## config.mk

```make
export PLATFORM = sky130hd
export DESIGN_NAME = ccip_c0_read_arbiter
export DESIGN_NICKNAME = d
export VERILOG_FILES = /design/src/rtl/ccip_c0_read_arbiter.sv
export SDC_FILE = /design/constraint.sdc
export NUM_CORES = 1
export LEC_CHECK = 0
export CORE_AREA = 2 2 514 516
export CTS_CLUSTER_SIZE = 20
export DETAILED_ROUTE_END_ITERATION = 12
export DIE_AREA = 0 0 516 518
export PLACE_DENSITY = 0.3
export SLEW_MARGIN = 20
export SYNTH_ARGS = -nofsm -noshare
export SYNTH_HDL_FRONTEND = slang
export SYNTH_SLANG_ARGS = --single-unit
```

## constraint.sdc

```tcl
create_clock -name CLK -period 5.1 [get_ports CLK]
set_input_delay 0.765 -clock CLK [delete_from_list [all_inputs] [get_ports CLK]]
set_output_delay 0.765 -clock CLK [all_outputs]
set_load 0.05 [all_outputs]
```

## src/rtl/ccip_c0_read_arbiter.sv

```systemverilog
// rtl/ccip_c0_read_arbiter.sv - round-robin CCI-P c0 read arbiter with per-client outstanding caps
// Tags each read with its client id in mdata and routes responses back by that id.
module ccip_c0_read_arbiter #(
  parameter int N_CLIENTS = 4,
  parameter int TAG_W     = 8,
  parameter int MAX_OUT   = 32,
  parameter int ADDR_W    = 42
) (
  input  logic                          CLK,
  input  logic                          RST_N,
  input  logic [N_CLIENTS-1:0]          req_valid,
  input  logic [N_CLIENTS*ADDR_W-1:0]   req_addr,
  input  logic [N_CLIENTS*TAG_W-1:0]    req_tag,
  output logic [N_CLIENTS-1:0]          req_ready,
  output logic                          tx_c0_valid,
  output logic [ADDR_W-1:0]             tx_c0_addr,
  output logic [15:0]                   tx_c0_mdata,
  input  logic                          c0_alm_full,
  input  logic                          rx_c0_valid,
  input  logic [15:0]                   rx_c0_mdata,
  input  logic [511:0]                  rx_c0_data,
  output logic [N_CLIENTS-1:0]          rsp_valid,
  output logic [TAG_W-1:0]              rsp_tag,
  output logic [511:0]                  rsp_data,
  output logic                          err_sticky
);

  localparam int CID_W = (N_CLIENTS > 1) ? $clog2(N_CLIENTS) : 1;
  localparam int CNT_W = 8;
  localparam logic [CNT_W-1:0] MAX_CNT = CNT_W'(MAX_OUT);
  localparam logic [CID_W-1:0] LAST_ID = CID_W'(N_CLIENTS - 1);

  logic [CID_W-1:0]     rr_q, rr_d;
  logic [CNT_W-1:0]     cnt_q [N_CLIENTS];
  logic [CNT_W-1:0]     cnt_d [N_CLIENTS];
  logic                 tx_valid_q, tx_valid_d;
  logic [ADDR_W-1:0]    tx_addr_q, tx_addr_d;
  logic [15:0]          tx_mdata_q, tx_mdata_d;
  logic [N_CLIENTS-1:0] rsp_valid_q, rsp_valid_d;
  logic [TAG_W-1:0]     rsp_tag_q, rsp_tag_d;
  logic [511:0]         rsp_data_q, rsp_data_d;
  logic                 err_q, err_d;

  logic [N_CLIENTS-1:0] elig;
  logic [N_CLIENTS-1:0] grant_oh;
  logic                 grant_any;
  logic [CID_W-1:0]     grant_id;
  logic [CID_W-1:0]     cand_id;
  logic [CID_W-1:0]     rx_cid;
  logic [N_CLIENTS-1:0] rsp_hit;
  logic                 rsp_ok;

  // Round-robin search starting at rr_q, first eligible client wins.
  always_comb begin
    grant_oh  = '0;
    grant_any = 1'b0;
    grant_id  = '0;
    cand_id   = '0;
    for (int i = 0; i < N_CLIENTS; i++) begin
      elig[i] = req_valid[i] && (cnt_q[i] < MAX_CNT) && !c0_alm_full;
    end
    for (int k = 0; k < N_CLIENTS; k++) begin
      cand_id = CID_W'((int'(rr_q) + k) % N_CLIENTS);
      if (!grant_any && elig[cand_id]) begin
        grant_any = 1'b1;
        grant_id  = cand_id;
      end
    end
    if (grant_any) grant_oh[grant_id] = 1'b1;
  end

  assign req_ready = grant_oh & {N_CLIENTS{RST_N}};

  // A response only counts if its owner actually has a read in flight.
  always_comb begin
    rx_cid = rx_c0_mdata[TAG_W +: CID_W];
    for (int i = 0; i < N_CLIENTS; i++) begin
      rsp_hit[i] = rx_c0_valid && (rx_cid == CID_W'(i)) && (cnt_q[i] != '0);
    end
    rsp_ok = |rsp_hit;
  end

  always_comb begin
    rr_d        = rr_q;
    tx_valid_d  = grant_any;
    tx_addr_d   = tx_addr_q;
    tx_mdata_d  = tx_mdata_q;
    rsp_valid_d = rsp_hit;
    rsp_tag_d   = rsp_tag_q;
    rsp_data_d  = rsp_data_q;
    err_d       = err_q | (rx_c0_valid && !rsp_ok);
    if (grant_any) begin
      rr_d       = (grant_id == LAST_ID) ? '0 : grant_id + 1'b1;
      tx_addr_d  = req_addr[int'(grant_id)*ADDR_W +: ADDR_W];
      tx_mdata_d = 16'({grant_id, req_tag[int'(grant_id)*TAG_W +: TAG_W]});
    end
    if (rsp_ok) begin
      rsp_tag_d  = rx_c0_mdata[TAG_W-1:0];
      rsp_data_d = rx_c0_data;
    end
    for (int i = 0; i < N_CLIENTS; i++) begin
      cnt_d[i] = cnt_q[i];
      if (grant_oh[i] && !rsp_hit[i])      cnt_d[i] = cnt_q[i] + 1'b1;
      else if (!grant_oh[i] && rsp_hit[i]) cnt_d[i] = cnt_q[i] - 1'b1;
    end
  end

  always_ff @(posedge CLK or negedge RST_N) begin
    if (!RST_N) begin
      rr_q        <= '0;
      tx_valid_q  <= 1'b0;
      tx_addr_q   <= '0;
      tx_mdata_q  <= '0;
      rsp_valid_q <= '0;
      rsp_tag_q   <= '0;
      rsp_data_q  <= '0;
      err_q       <= 1'b0;
      for (int i = 0; i < N_CLIENTS; i++) cnt_q[i] <= '0;
    end else begin
      rr_q        <= rr_d;
      tx_valid_q  <= tx_valid_d;
      tx_addr_q   <= tx_addr_d;
      tx_mdata_q  <= tx_mdata_d;
      rsp_valid_q <= rsp_valid_d;
      rsp_tag_q   <= rsp_tag_d;
      rsp_data_q  <= rsp_data_d;
      err_q       <= err_d;
      for (int i = 0; i < N_CLIENTS; i++) cnt_q[i] <= cnt_d[i];
    end
  end

  assign tx_c0_valid = tx_valid_q;
  assign tx_c0_addr  = tx_addr_q;
  assign tx_c0_mdata = tx_mdata_q;
  assign rsp_valid   = rsp_valid_q;
  assign rsp_tag     = rsp_tag_q;
  assign rsp_data    = rsp_data_q;
  assign err_sticky  = err_q;

endmodule
```

==> impl_metrics.toml <==
[clocking]
cts_num_sinks = 612
numCtsBuffers = 91
postCtsSetupRepairBufs = 0
clk_path_buf_depth = 3
h-tree-depth = 3
root_buffer = "clkbuf_16"
cts-hold-fix-buffers = 1
path_clk_slew_ps = 50
clk_latency_ps = 740
cts_resized = 0
cts_tree = "yes"

[run]
cap_violations = 0

[sta]
final_hold_viol_count = 0
rsz0062_at_grt = "no"
tightest_slew_ps = 1090
finalCritPeriodShare_pct = 79.3
fmax_ghz = 0.247
finalSetupViolations = 0
clock_skew_ps = 71.8
tns_ps = 0
post-route-min-period_ps = 4050
max_slew_margin_pct = 26.8
drv_slew = 0

[worst_setup_path]
timing.rr.start = "cnt_q[14]"
worstPathMaxFanout = 7
cp.arrival_ps = 4610
path_class = "register to register"
start_kind = "register"
cp_data_required_time_ps = 5660
cp-end-kind = "register"
startpoint = "cnt_q[14]"

[drt]
post_drt_wl_per_cell_um = 25.3
drc = 0
vias = 21089
wl_um = 172000
viasPerCell = 3.10
ant_nets = 0
dr.pass1.iters = 5
drt_iter0_drc = 757

[synth]
synth-edff-count = 0
synth_flop_cell = "dfrtp_1"
ys_types = 38
ys_seq_elements = 612
mappedNetlistArea_um2 = 25300
ys_seq_area_share_pct = 60.6
avgSynthCellArea_um2 = 13.6
yosysWarnings = 0
async_reset_ff_share_pct = 100
syn_inst = 1853

[placed_design]
port_buffers = 1311
gp_congestion = 0.845
hpwl_um = 140000

[floorplan]
ios = 1324
die_h_um = 518
dieArea_um2 = 267000
die_x_um = 516
fp.coreArea_um2 = 262000
initial_core_util_pct = 9.66
rows = 188

[pwr]
p_total_mw = 26.6
leakagePower_nw = 17.7
irDropWorstVdd_v = 0.000264
p_per_area_nw_per_um2 = 579

[cells_and_area]
area_growth_pct = 82.0
drive_gt1_share_pct = 22.1
nNetsFinal = 3967

[global_routing]
grt_pass1_wl_um = 223000
grt_max_degree = 115
grt_pass1_vias = 22352
track_usage_pct = 12.5
antenna_found_initial = 91
grt_overflow = 0

[worst_hold_path]
min_from = "cnt_q[15]"
min_path_type = "register to register"

[status]
status = "finished, final reports clean"
through the flow:
stage               utilization (%)  hold slack [ps]  cell area [um^2]  worst slack, ps  cells
finish                         17.6              472             46000             1050   6796
global route                   17.6              500             45900              681   6781
floorplan                         -              443             25300              987   1858
detailed placement             16.4              466             42900              524   6616
global placement               16.4              464             42900              538   6616
CTS                            17.6              470             45900              989   6780
worst max-delay path, cell delays in order (launching register included):
cell	delay, ps
dfrtp_1	390
nor3_1	450
nand3_1	280
o221ai_1	390
a21oi_4	150
ha_1	230
and2_1	140
ha_1	200
inv_1	220
ha_1	290
a21o_1	170
a21oi_1	280
o211ai_1	180
and3_1	190
o21ba_2	210
xor2_1	130
worst paths after layout:
check                                 to  slack [ps]  cells after the start
max                             cnt_q[7]        1050                     15
min                            cnt_q[15]         470                      1
max reg2reg                     cnt_q[7]        1050                     15
min reg2reg                    cnt_q[15]         470                      1
max in group asynchronous  rsp_data[507]        2880                      4
min in group asynchronous  rsp_data[395]         610                      2
power by group:
part | switching [mW] | internal [mW] | total (mW)
logic | 8.29 | 4.45 | 12.7
registers | 0.936 | 6.25 | 7.19
clock network | 2.75 | 3.98 | 6.72
total | 12.0 | 14.7 | 26.6
sequential cells by signal, indices dropped and copies added (netlist names):
signal	cells
rr_q	2
rsp_data	512
tx_c0_addr	42
cnt_q	32
rsp_valid	4
rsp_tag	8
err_sticky	1
tx_c0_valid	1
tx_c0_mdata	10
per-layer routing:
metal / vias to the layer above / track usage, % / part of all wire (%)
met1: 10398 / 12.6 / 35
li1: 9314 / - / -
met3: 279 / 5.88 / 11
met5: - / 0 / 0.091
met2: 1074 / 22.8 / 51
met4: 24 / 2.98 / 2.5
cells in the final DEF (no fill, tap or decap), types with 2 or more instances in the layout:
cell,count
nand3_1,55
xnor2_1,12
a21o_1,9
clkbuf_1,28
xor2_1,16
clkinv_2,13
bufinv_16,8
or3_1,4
nor2_1,65
o21ai_0,77
o21ba_2,4
dfrtp_1,612
fa_1,4
a311oi_1,50
mux2_2,524
inv_16,2
a21oi_4,2
clkinv_16,3
a211oi_1,2
conb_1,6
clkbuf_8,16
nand2_1,132
diode_2,16
nor3_1,16
and2_1,4
inv_1,18
clkdlybuf4s50_1,1306
o21bai_1,4
a21oi_1,17
clkbuf_16,92
and3_1,60
ha_1,32
o211ai_1,5
buf_12,13
buf_4,36
cell families (layout without fill, tap and decap cells):
kind of cell,count (synthesis),after routing,synth area share (%)
DFF,612,612,60.6
AOI/OAI and AO/OA,176,176,4.57
buffers and inverters,132,1539,2.32
xor gates and xnor gates,28,28,0.971
other,1,22,0.0148
adders and majority gates,36,36,1.90
muxes,524,524,23.4
and+or+nand+nor,344,344,6.26
Yosys cell counts (5+ instances only):
| master | count | share of area, % |
|---|---|---|
| a21o_1 | 10 | 0.30 |
| a21oi_1 | 19 | 0.38 |
| a311oi_1 | 50 | 1.7 |
| and3_1 | 60 | 1.5 |
| buf_2 | 55 | 1.1 |
| buf_4 | 6 | 0.18 |
| clkbuf_1 | 52 | 0.77 |
| dfrtp_1 | 612 | 61 |
| ha_1 | 32 | 1.6 |
| inv_1 | 18 | 0.27 |
| mux2_2 | 524 | 23 |
| nand2_1 | 132 | 2.0 |
| nand3_1 | 56 | 1.1 |
| nor2_1 | 66 | 0.98 |
| nor3_1 | 16 | 0.32 |
| o211ai_1 | 5 | 0.15 |
| o21ai_0 | 77 | 1.5 |
| xnor2_1 | 12 | 0.42 |
| xor2_1 | 16 | 0.55 |
area by class of cell:
class,instances,area (um^2)
diodes,16,40.0
clock buffers,136,2630
clock inverters,27,452
fillers,28928,216000
inverters,19,71.3
multi-input cells,1114,9450
flip-flops and latches,612,15300
well taps,3515,4400
repair buffers,1357,13600
Power figures use the tool's default switching activity.
